==> config.mk <==
export PLATFORM = sky130hd
export DESIGN_NAME = fifo_rr_arbiter
export DESIGN_NICKNAME = d
export VERILOG_FILES = /design/src/rtl/fifo_rr_arbiter.sv
export SDC_FILE = /design/constraint.sdc
export NUM_CORES = 1
export LEC_CHECK = 0
export BUFFER_PORTS_ARGS = -buffer_cell sky130_fd_sc_hd__buf_2
export CAP_MARGIN = 10
export CELL_PAD_IN_SITES_DETAIL_PLACEMENT = 2
export CELL_PAD_IN_SITES_GLOBAL_PLACEMENT = 2
export CORE_MARGIN = 4
export CORE_UTILIZATION = 30
export CTS_CLUSTER_DIAMETER = 120
export DETAILED_ROUTE_END_ITERATION = 8
export GPL_TIMING_DRIVEN = 0
export PLACE_DENSITY_LB_ADDON = 0.15
export SLEW_MARGIN = 20
export SYNTH_ARGS = -nofsm -noshare
export SYNTH_HDL_FRONTEND = slang
export SYNTH_SLANG_ARGS = --single-unit
export TNS_END_PERCENT = 10
==> constraint.sdc <==
create_clock -name clk_i -period 5.59 [get_ports clk_i]
set_clock_uncertainty 0.05 [all_clocks]
set_input_delay 0.2795 -clock clk_i [delete_from_list [all_inputs] [get_ports clk_i]]
set_output_delay 0.2795 -clock clk_i [all_outputs]
set_load 0.01 [all_outputs]
==> src/rtl/fifo_rr_arbiter.sv <==
// Round-robin read arbiter: drains CH_AMOUNT show-ahead FIFOs into one
// valid/ready stream, up to MAX_BURST words per grant, then rotates priority.
//
// state | meaning
// IDLE  | arbitrate: pick first non-empty channel after last_grant (1 cycle)
// BURST | pop granted channel into the output register whenever load_en
module fifo_rr_arbiter #(
   parameter int CH_AMOUNT  = 4,
   parameter int DATA_WIDTH = 8,
   parameter int MAX_BURST  = 4,
   parameter int CH_WIDTH   = $clog2(CH_AMOUNT)
) (
   input  logic                            clk_i,
   input  logic                            rst_n_i,
   input  logic [CH_AMOUNT-1:0]            fifo_empty_i,
   input  logic [CH_AMOUNT*DATA_WIDTH-1:0] fifo_data_i,
   output logic [CH_AMOUNT-1:0]            fifo_rd_o,
   output logic [DATA_WIDTH-1:0]           data_o,
   output logic [CH_WIDTH-1:0]             ch_o,
   output logic                            valid_o,
   input  logic                            ready_i,
   output logic                            busy_o
);
   localparam int                   CNT_WIDTH = $clog2(MAX_BURST + 1);
   localparam logic [CH_WIDTH-1:0]  LAST_CH   = CH_WIDTH'(CH_AMOUNT - 1);
   localparam logic [CNT_WIDTH-1:0] LAST_BEAT = CNT_WIDTH'(MAX_BURST - 1);

   typedef enum logic {IDLE, BURST} state_t;

   state_t               state, state_nxt;
   logic [CH_WIDTH-1:0]  grant, last_grant, cand, found_ch;
   logic [CNT_WIDTH-1:0] burst_cnt;
   logic                 found, load_en, pop, last_beat;

   assign load_en   = !valid_o || ready_i;
   assign pop       = (state == BURST) && load_en && !fifo_empty_i[grant];
   assign last_beat = (burst_cnt == LAST_BEAT);
   assign busy_o    = (state == BURST);

   // explicit wrap keeps the rotation correct for non-power-of-2 channel counts
   always_comb begin
      found    = 1'b0;
      found_ch = '0;
      cand     = last_grant;
      for (int i = 0; i < CH_AMOUNT; i++) begin
         cand = (cand == LAST_CH) ? '0 : cand + 1'b1;
         if (!found && !fifo_empty_i[cand]) begin
            found    = 1'b1;
            found_ch = cand;
         end
      end
   end

   always_ff @(posedge clk_i or negedge rst_n_i) begin
      if (!rst_n_i) state <= IDLE;
      else          state <= state_nxt;
   end

   always_comb begin
      state_nxt = state;
      fifo_rd_o = '0;
      case (state)
         IDLE: begin
            if (found) state_nxt = BURST;
         end
         BURST: begin
            fifo_rd_o[grant] = pop;
            if (pop && last_beat)     state_nxt = IDLE;
            else if (load_en && !pop) state_nxt = IDLE;
         end
         default: state_nxt = IDLE;
      endcase
   end

   // a stalled output (valid && !ready) leaves everything untouched
   always_ff @(posedge clk_i or negedge rst_n_i) begin
      if (!rst_n_i) begin
         grant      <= '0;
         last_grant <= LAST_CH;
         burst_cnt  <= '0;
         valid_o    <= 1'b0;
         data_o     <= '0;
         ch_o       <= '0;
      end else if (state == IDLE) begin
         if (ready_i) valid_o <= 1'b0;
         if (found) begin
            grant      <= found_ch;
            last_grant <= found_ch;
            burst_cnt  <= '0;
         end
      end else if (pop) begin
         data_o    <= fifo_data_i[int'(grant)*DATA_WIDTH +: DATA_WIDTH];
         ch_o      <= grant;
         valid_o   <= 1'b1;
         burst_cnt <= burst_cnt + 1'b1;
      end else if (load_en) begin
         valid_o <= 1'b0;
      end
   end
endmodule
# After elaboration in Yosys (flattened, before gate mapping)

Cells that the tools add are included.
Widths: inputs -> output; s select.

Bitwise gates (word level): 2
Reduce and logical (&&, ||, !) cells: 23
Equal/unequal tests: 7
Magnitude comparators: 6
Add/sub/neg operators: 5
Shifts and indexed selects: 1
Mux-type cells: 36

Operator list:

| operator            | count |
|---|---|
| $shiftx 32x6->8     | 1 |
| $mux 1              | 17 |
| $mux 2              | 8 |
| $lt 2x3->1 const B  | 5 |
| $bmux 1 s2          | 5 |
| $mux 3              | 3 |
| $add 2x1->2 const B | 4 |
| $eq 2x2->1 const B  | 4 |
| $logic_and 1x1->1   | 8 |
| $logic_not 1->1     | 8 |
| $reduce_and 2->1    | 4 |
| $and 4x4->4         | 1 |
| $mux 4              | 1 |
| $reduce_bool 2->1   | 2 |
| $add 3x1->3 const B | 1 |
| $eq 3x2->1 const B  | 1 |
| $ne 3x1->1 const B  | 1 |
| $demux 1 s2         | 1 |
| $ge 2x1->1 const B  | 1 |
| $ne 2x1->1 const B  | 1 |
| $pmux 1 s2          | 1 |
| $logic_or 1x1->1    | 1 |
| $not 1->1           | 1 |

Bits in registers: 19
Word-level logic and storage cells: 87
Output and inout port bits: 16
Input bits: 39

# Longest topological paths before layout

Gate-level depths: netlist (run 1).

Word-level depth: 17
Depth in mapped cells: 7

# Worst setup path before layout (run 1)

Ideal clock, no wire load.

Kind: register -> register
Start point: register grant[1]
End point: register ch_o[1]
Period minus slack after synthesis: 1.781 ns
Setup time: 0.125 ns
Path buffers: 3
Required time: 5.415 ns
Arrival time: 1.606 ns
Cell stages (with the launch flop): 7
Slack: 3.809 ns
Path through: dfrtp_1 -> buf_6 -> mux2_4 -> a211o_1 -> buf_6 -> buf_12 -> mux2_4

Cells in the longest elaborated chain, start to end: 5

RTL lines:

| what                              | RTL line | text |
|---|---|---|
| start: declaration                | 31       | `logic [CH_WIDTH-1:0] grant, last_grant, cand, found_ch;` |
| start signal: assignment          | 87       | `grant <= found_ch;` |
| $bmux 1 s2                        | 36       | `assign pop = (state == BURST) && load_en && !fifo_empty_i[grant];` |
| $mux 1 (implied by the code)      | 36       |  |
| $logic_not 1->1                   | 36       |  |
| $logic_and 1x1->1                 | 36       |  |
| $reduce_and 2->1 (no source line) | --       |  |
| end signal: assignment            | 93       | `ch_o <= grant;` |
| end: declaration                  | 19       | `output logic [CH_WIDTH-1:0] ch_o,` |

Several ways; a longest one is shown, not always the timed one. The select of a mux whose other input is x is not followed.
A chain may end at the register's enable or synchronous reset.

# Worst setup path after layout (run 1)

Start point: register grant[0]
End point: output fifo_rd_o[3]

Cells in the longest elaborated chain, start to end: 6
Elaborated cells on any way between the ends: 11

RTL lines:

| what                                                              | RTL line | text |
|---|---|---|
| $lt 2x3->1 (implied by the code) (tied with other cells)          | 67       | `fifo_rd_o[grant] = pop;` |
| $logic_and 1x1->1 (implied by the code) or $mux 1 (tied branches) | 67, 36   |  |
| $mux 1 (implied by the code) or $logic_not 1->1 (tied branches)   | 67, 36   |  |
| $demux 1 s2 or $logic_and 1x1->1 (tied branches)                  | 67, 36   |  |
| $and 4x4->4 (no source line) *                                    | --       |  |
| $mux 4 *                                                          | 62       | `case (state)` |
| end: declaration                                                  | 17       | `output logic [CH_AMOUNT-1:0] fifo_rd_o,` |

Mark *: on every way between the ends. The rest lies on a longest branch, timed or not. The select of a mux whose other input is x is not followed.

==> out/metrics.csv, run 1 <==
metric,value,unit
grt_pass1_vias,1042,
place_inst,188,
drive_above_1_share,0.566,
synth.distinct_cells,31,
clock_power_share,0.114,
total_power,0.843,mW
crit_path_start,grant[0],
p_int,0.531,mW
timing.final.hold_violations,0,
wire_per_inst,15.7,µm
die_h,69.8,µm
tightest_slew,0.505,ns
vias,957,
critical_path.endpoint_type,output pin,
crit_arrival,1.68,ns
seq_area_frac_synth,0.417,
worstRegToRegCells,6,
period_minus_slack,2.01,ns
sw_frac_of_total,0.371,
reg2reg_from,grant[1],
finalCritPeriodShare,0.359,
p_switching,0.312,mW
synth_cells,86,
pin_count,55,
layout.cells.non_filler,193,
max_slew_margin,0.663,
ir_drop,0.189,mV
hp-class,in -> reg,
route.detailed.drc,0,
power-per-cell-area,551,nW/µm²
htree_levels,1,
crit_type,reg -> out,
synth_area,1150,µm²
fin_ws,3.58,ns
coreArea,3690,µm²
final_max_slew_viol_count,0,
hold_ws,0.318,ns
synth.avg_cell_area,13.3,µm²
grt_pass1_wl,5110,µm
critical_path.max_fanout,10,
syn_nets,128,
ant_nets,0,
routed_via_density,4.96,
area_growth,33.6,%
rsz0062_at_grt,false,
grt_start_max_net_pins,20,
setup_violations,0,
grt_antenna_before_repair,0,
drv_cap,0,
cts_buffers,3,
ys_ff_latch,19,
grt_overflow,0,
status,"complete, no violations",
worstHoldStart,ready_i,
clock_latency,0.26,ns
power_leakage,0.776,nW
fmax,499,MHz
pre_cts_ws,3.74,ns
post_cts_buffers,0,
post-dp-hpwl,2450,µm
wl,3030,µm
placed_area,1480,µm²
grt_use_total,0.131,
path_clk_slew,0.07,ns
globalplace.congestion,0.825,
holdPathStages,3,
cts.path.max_buffers,2,
drt_first_pass_iters,2,
startpoint_type,register,
setup_tns,0,ns
floorplan.die_area,4870,µm²
drt_iter0_markers,21,
cts_root_buf,clkbuf_8,
worstPathRequired,5.26,ns
die_x,69.8,µm
power.share.combinational,0.587,
finalInstanceArea,1530,µm²
clock-sinks,19,
portBuffers,54,
fin_util,0.415,
diodes,0,
start_util,0.311,
fp-row-count,22,
power.share.sequential,0.299,
nets,188,
yosysWarningCount,0,
cts_tree,built,
[cell usage after synthesis]
library cell  instances  share of area
o2bb2ai_1             1         0.0076
buf_12                1          0.017
o21ai_0               1         0.0044
a2111o_1              1         0.0098
a41o_1                1         0.0087
mux2i_1               3          0.026
nand2b_1              1         0.0055
nor2_1                1         0.0033
dfstp_2               2          0.046
nand2_1               8          0.026
mux4_1                1          0.023
o221ai_1              1         0.0076
mux2_2                5          0.049
buf_6                 2          0.020
a221oi_1              1         0.0076
mux2_4                6          0.079
nor3b_1               4          0.026
mux4_2                7           0.14
nor3_1                2         0.0087
nand3b_1              1         0.0066
nand3_1               2         0.0087
a21o_1                2          0.013
a211o_1               1         0.0076
clkbuf_1              2         0.0066
dfrtp_1              17           0.37
a211oi_1              1         0.0066
nor4_1                1         0.0055
ha_1                  3          0.033
o31ai_1               1         0.0066
inv_1                 4          0.013
buf_2                 2         0.0087
[path summary, 6_finish.rpt]
path	end	slack, ns
max	fifo_rd_o[3]	3.58
max in group asynchronous	last_grant[1]	4.70
min reg2reg	last_grant[0]	0.45
min in group asynchronous	ch_o[0]	0.45
max reg2reg	data_o[7]	3.74
min	valid_o	0.32
[power groups by stage]
stage	clock [mW]	sequential [mW]	combinational, mW
floorplan	0	0.269	0.346
global placement	0	0.249	0.484
detailed placement	0	0.257	0.504
finish	0.0962	0.252	0.495
global route	0.110	0.262	0.539
CTS	0.103	0.254	0.506
[routing by layer]
metal  global-route usage  part of all wire  up-vias  routed length, µm
met5                    0                 0        -                  0
met4               0.0255            0.0046        0                 14
met3               0.0449             0.066        2                199
met2                0.219              0.50       32               1530
met1                0.163              0.43      477               1290
li1                     -                 -      446                  -
[timing repair]
item / in CTS / in global routing
hold buffers: 1 / 0
gates resized for setup: 0 / 0
hold endpoints to repair: 17 / 0
[worst max-delay path: stages, from the launching register on]
cell and delay [ns]:
dfrtp_1 0.32, buf_2 0.20, buf_2 0.32, nand3_1 0.14, nor3b_1 0.26, buf_2 0.18
[layout make-up]
class	count	area, µm²
buffer	7	60.1
clock buffer	4	45.0
fill	405	2160
inverter	4	15.0
multi-input combinational	56	593
sequential	19	478
tap	48	60.1
timing repair buffer	55	280
[cells in the final DEF (no fill, tap or decap), drive strengths merged]
cell	count
nand2b	1
a211o	1
dfrtp	17
nor3	2
a41o	1
nand3	2
mux4	8
ha	3
dfstp	2
dlygate4sd3	1
a21o	2
a211oi	1
nand3b	1
a221oi	1
o221ai	1
clkbuf	6
nor3b	4
o31ai	1
nand2	8
buf	59
nor2	1
mux2i	3
nor4	1
inv	4
a2111o	1
o2bb2ai	1
mux2	11
o21ai	1
[sequential cells by signal, indices dropped and copies added, names as in the netlist]
signal / flops
data_o: 8
burst_cnt: 3
ch_o: 2
grant: 2
last_grant: 2
busy_o: 1
valid_o: 1
[logic make-up after synthesis]
kind of cell	count (synthesis)	synth area share
and+or+nand+nor	20	0.0906
AOI/OAI and AO/OA	11	0.0797
muxes	22	0.314
DFF	19	0.417
adders and majority gates	3	0.0328
buffers and inverters	11	0.0655
Note: power is estimated with default switching activity, not from simulation.
==> run 2, diff against run 1 <==
--- a/config.mk
+++ b/config.mk
@@ -10,7 +10,7 @@
 export CELL_PAD_IN_SITES_DETAIL_PLACEMENT = 2
 export CELL_PAD_IN_SITES_GLOBAL_PLACEMENT = 2
 export CORE_MARGIN = 4
-export CORE_UTILIZATION = 30
+export CORE_UTILIZATION = 28
 export CTS_CLUSTER_DIAMETER = 120
 export DETAILED_ROUTE_END_ITERATION = 8
 export GPL_TIMING_DRIVEN = 0
==> constraint.sdc (replaced) <==
create_clock -name clk_i -period 1.91 [get_ports clk_i]
set_clock_uncertainty 0.05 [all_clocks]
set_input_delay 0.0955 -clock clk_i [delete_from_list [all_inputs] [get_ports clk_i]]
set_output_delay 0.0955 -clock clk_i [all_outputs]
set_load 0.01 [all_outputs]
==> run 2 against run 1 <==
Sequential power rose to 2.9 times the previous value. Total power rose to 3.0 times the previous value. Flip-flop and latch count did not move. Clock power rose to 3.0 times the previous value. First-iteration DRC count did not move. Register-to-register slack got worse by 3.7 ns. Die area rose by 6.3%. Routed wire length rose by 10%. Via count fell by 0.73%. Cell count did not move. Combinational power rose to 3.0 times the previous value. Critical endpoint is now ch_o[1]. Highest routed layer unchanged.
==> out/metrics.csv, run 2 (synthesis gave the netlist of run 1 again) <==
metric,value,unit,change
status,"complete, no violations",,
reg2reg_from,grant[1],,
period_minus_slack,1.85,ns,
max_slew_margin,0.696,,+0.0326
post_cts_buffers,0,,unchanged
grt_use_total,0.137,,+0.00679
regMostFlops,data_o,,
grt_overflow,0,,unchanged
p_int,1.56,mW,+190%
r2r_slack,0.06,ns,-3.68 ns
die_x,72.0,µm,+3.1%
setup_tns,0,ns,unchanged
cts_root_buf,clkbuf_8,,
critical_path.max_fanout,10,,unchanged
holdPathStages,3,,unchanged
wl,3340,µm,+10%
globalplace.congestion,0.727,,-12%
grt_antenna_before_repair,0,,unchanged
rsz0062_at_grt,false,,
diodes,0,,unchanged
clock_power_share,0.117,,+0.003
finalInstanceArea,1540,µm²,+0.82%
routed_via_density,4.92,,-0.73%
reg2reg_to,ch_o[1],,
top_regs,"data_o (8), burst_cnt (3)",,
crit_type,reg -> reg,,
largest_register_ffs,8,,unchanged
coreArea,3800,µm²,+3.0%
drv_cap,0,,unchanged
path_clk_slew,0.07,ns,about the same
power.share.sequential,0.295,,-0.004
p_switching,0.938,mW,+200%
final_max_slew_viol_count,0,,unchanged
finalCritPeriodShare,0.968,,
fin_util,0.406,,-0.00874
startpoint_type,register,,
timing.final.hold_violations,0,,unchanged
pin_count,55,,unchanged
wire_per_inst,17.3,µm,+10%
post-dp-hpwl,2690,µm,+9.9%
setup_violations,0,,unchanged
layout_commonest_cell,buf_2,,
portBuffers,54,,unchanged
grt_pass1_wl,5490,µm,+7.6%
crit_arrival,1.95,ns,+0.27 ns
n_fill_cell,411,,+1.5%
ir_drop,0.532,mV,+180%
power_leakage,0.782,nW,+0.79%
power-per-cell-area,1620,nW/µm²,+190%
grt_start_max_net_pins,20,,unchanged
drt_first_pass_iters,2,,unchanged
crit_path_start,grant[1],,
worstPathRequired,2.01,ns,-3.25 ns
route.detailed.drc,0,,unchanged
clock-sinks,19,,unchanged
area_growth,34.7,%,
power.share.combinational,0.588,,about the same
placed_area,1480,µm²,unchanged
hp-class,in -> reg,,
worstRegToRegCells,6,,unchanged
start_util,0.302,,-0.00901
fmax,541,MHz,
drt_iter0_markers,21,,unchanged
die_h,72.0,µm,+3.1%
clock_latency,0.26,ns,about the same
ant_nets,0,,unchanged
nets,188,,unchanged
drive_above_1_share,0.586,,+0.0207
htree_levels,1,,unchanged
cts_buffers,3,,unchanged
vias,950,,-0.73%
floorplan.die_area,5180,µm²,+6.3%
hold_ws,0.152,ns,-0.166 ns
mostFrequentLayoutCells,"buf_2 (56), dfrtp_1 (17), nand2_1 (8)",,
grt_pass1_vias,1105,,+6.0%
cts_tree,built,,
tightest_slew,0.457,ns,-0.0489 ns
critical_path.endpoint_type,register,,
sw_frac_of_total,0.375,,+0.00440
cp-endpoint,ch_o[1],,
worstHoldStart,fifo_empty_i[1],,
fp-row-count,22,,unchanged
cts.path.max_buffers,2,,unchanged
[run 2: cell types whose count changed in the layout (fill, tap and decap cells not counted)]
cell | before | now
nor3_1 | 2 | 1
clkbuf_1 | 3 | 2
clkbuf_2 | 0 | 1
a221oi_2 | 0 | 1
nor3_2 | 0 | 1
a221oi_1 | 1 | 0
[run 2: final cells by class]
cell class	instances	area (µm²)	share of cell area
Sequential cell	19	478	0.310
Buffer	7	61.3	0.0397
Clock buffer	4	45.0	0.0292
Inverter	4	15.0	0.00972
Multi-Input combinational cell	56	604	0.391
Tap cell	48	60.1	0.0389
Timing Repair Buffer	55	280	0.182
[run 2: metal layers]
layer,vias up,part of all wire,GRT usage
li1,447,-,-
met1,477,0.37,0.152
met2,24,0.56,0.262
met3,2,0.062,0.0388
met4,0,0.0042,0.0251
met5,-,0,0
[run 2: worst min-delay path by stage]
stage | to
floorplan | burst_cnt[0]
global placement | data_o[4]
detailed placement | data_o[5]
CTS | last_grant[0]
global route | valid_o
finish | last_grant[0]
[run 2: metrics by stage]
| step | setup WS [ns] | instances | power, mW |
|---|---|---|---|
| 3_3_place_gp | 0.0734 | 188 | 2.15 |
| 4_1_cts | 0.00425 | 193 | 2.54 |
| 5_1_grt | 0.00150 | 193 | 2.71 |
| 6_report | 0.0616 | 193 | 2.50 |
| 2_1_floorplan | 0.129 | 86 | 1.80 |
| 3_5_place_dp | 0.0208 | 188 | 2.23 |
[run 2: worst max-delay path: stages, from the launching register on]
cell	delay (ns)
dfrtp_1	0.38
buf_6	0.14
mux2_4	0.29
a211o_1	0.30
buf_6	0.14
buf_12	0.14
mux2_4	0.29
[run 2: power groups by stage]
stage | Sequential (mW) | Combinational [mW] | Clock (mW)
after floorplan | 0.788 | 1.01 | 0
after global placement | 0.731 | 1.42 | 0
after detailed placement | 0.752 | 1.48 | 0
after CTS | 0.742 | 1.49 | 0.303
after global routing | 0.776 | 1.62 | 0.320
final | 0.738 | 1.47 | 0.293
[run 2: what timing repair did]
| action | 4_1_cts | 5_1_grt |
|---|---|---|
| hold buffers | 1 | 0 |
| resized for setup | 0 | 4 |
| endpoints found under the setup margin | 0 | 3 |
| hold endpoints to repair | 17 | 0 |
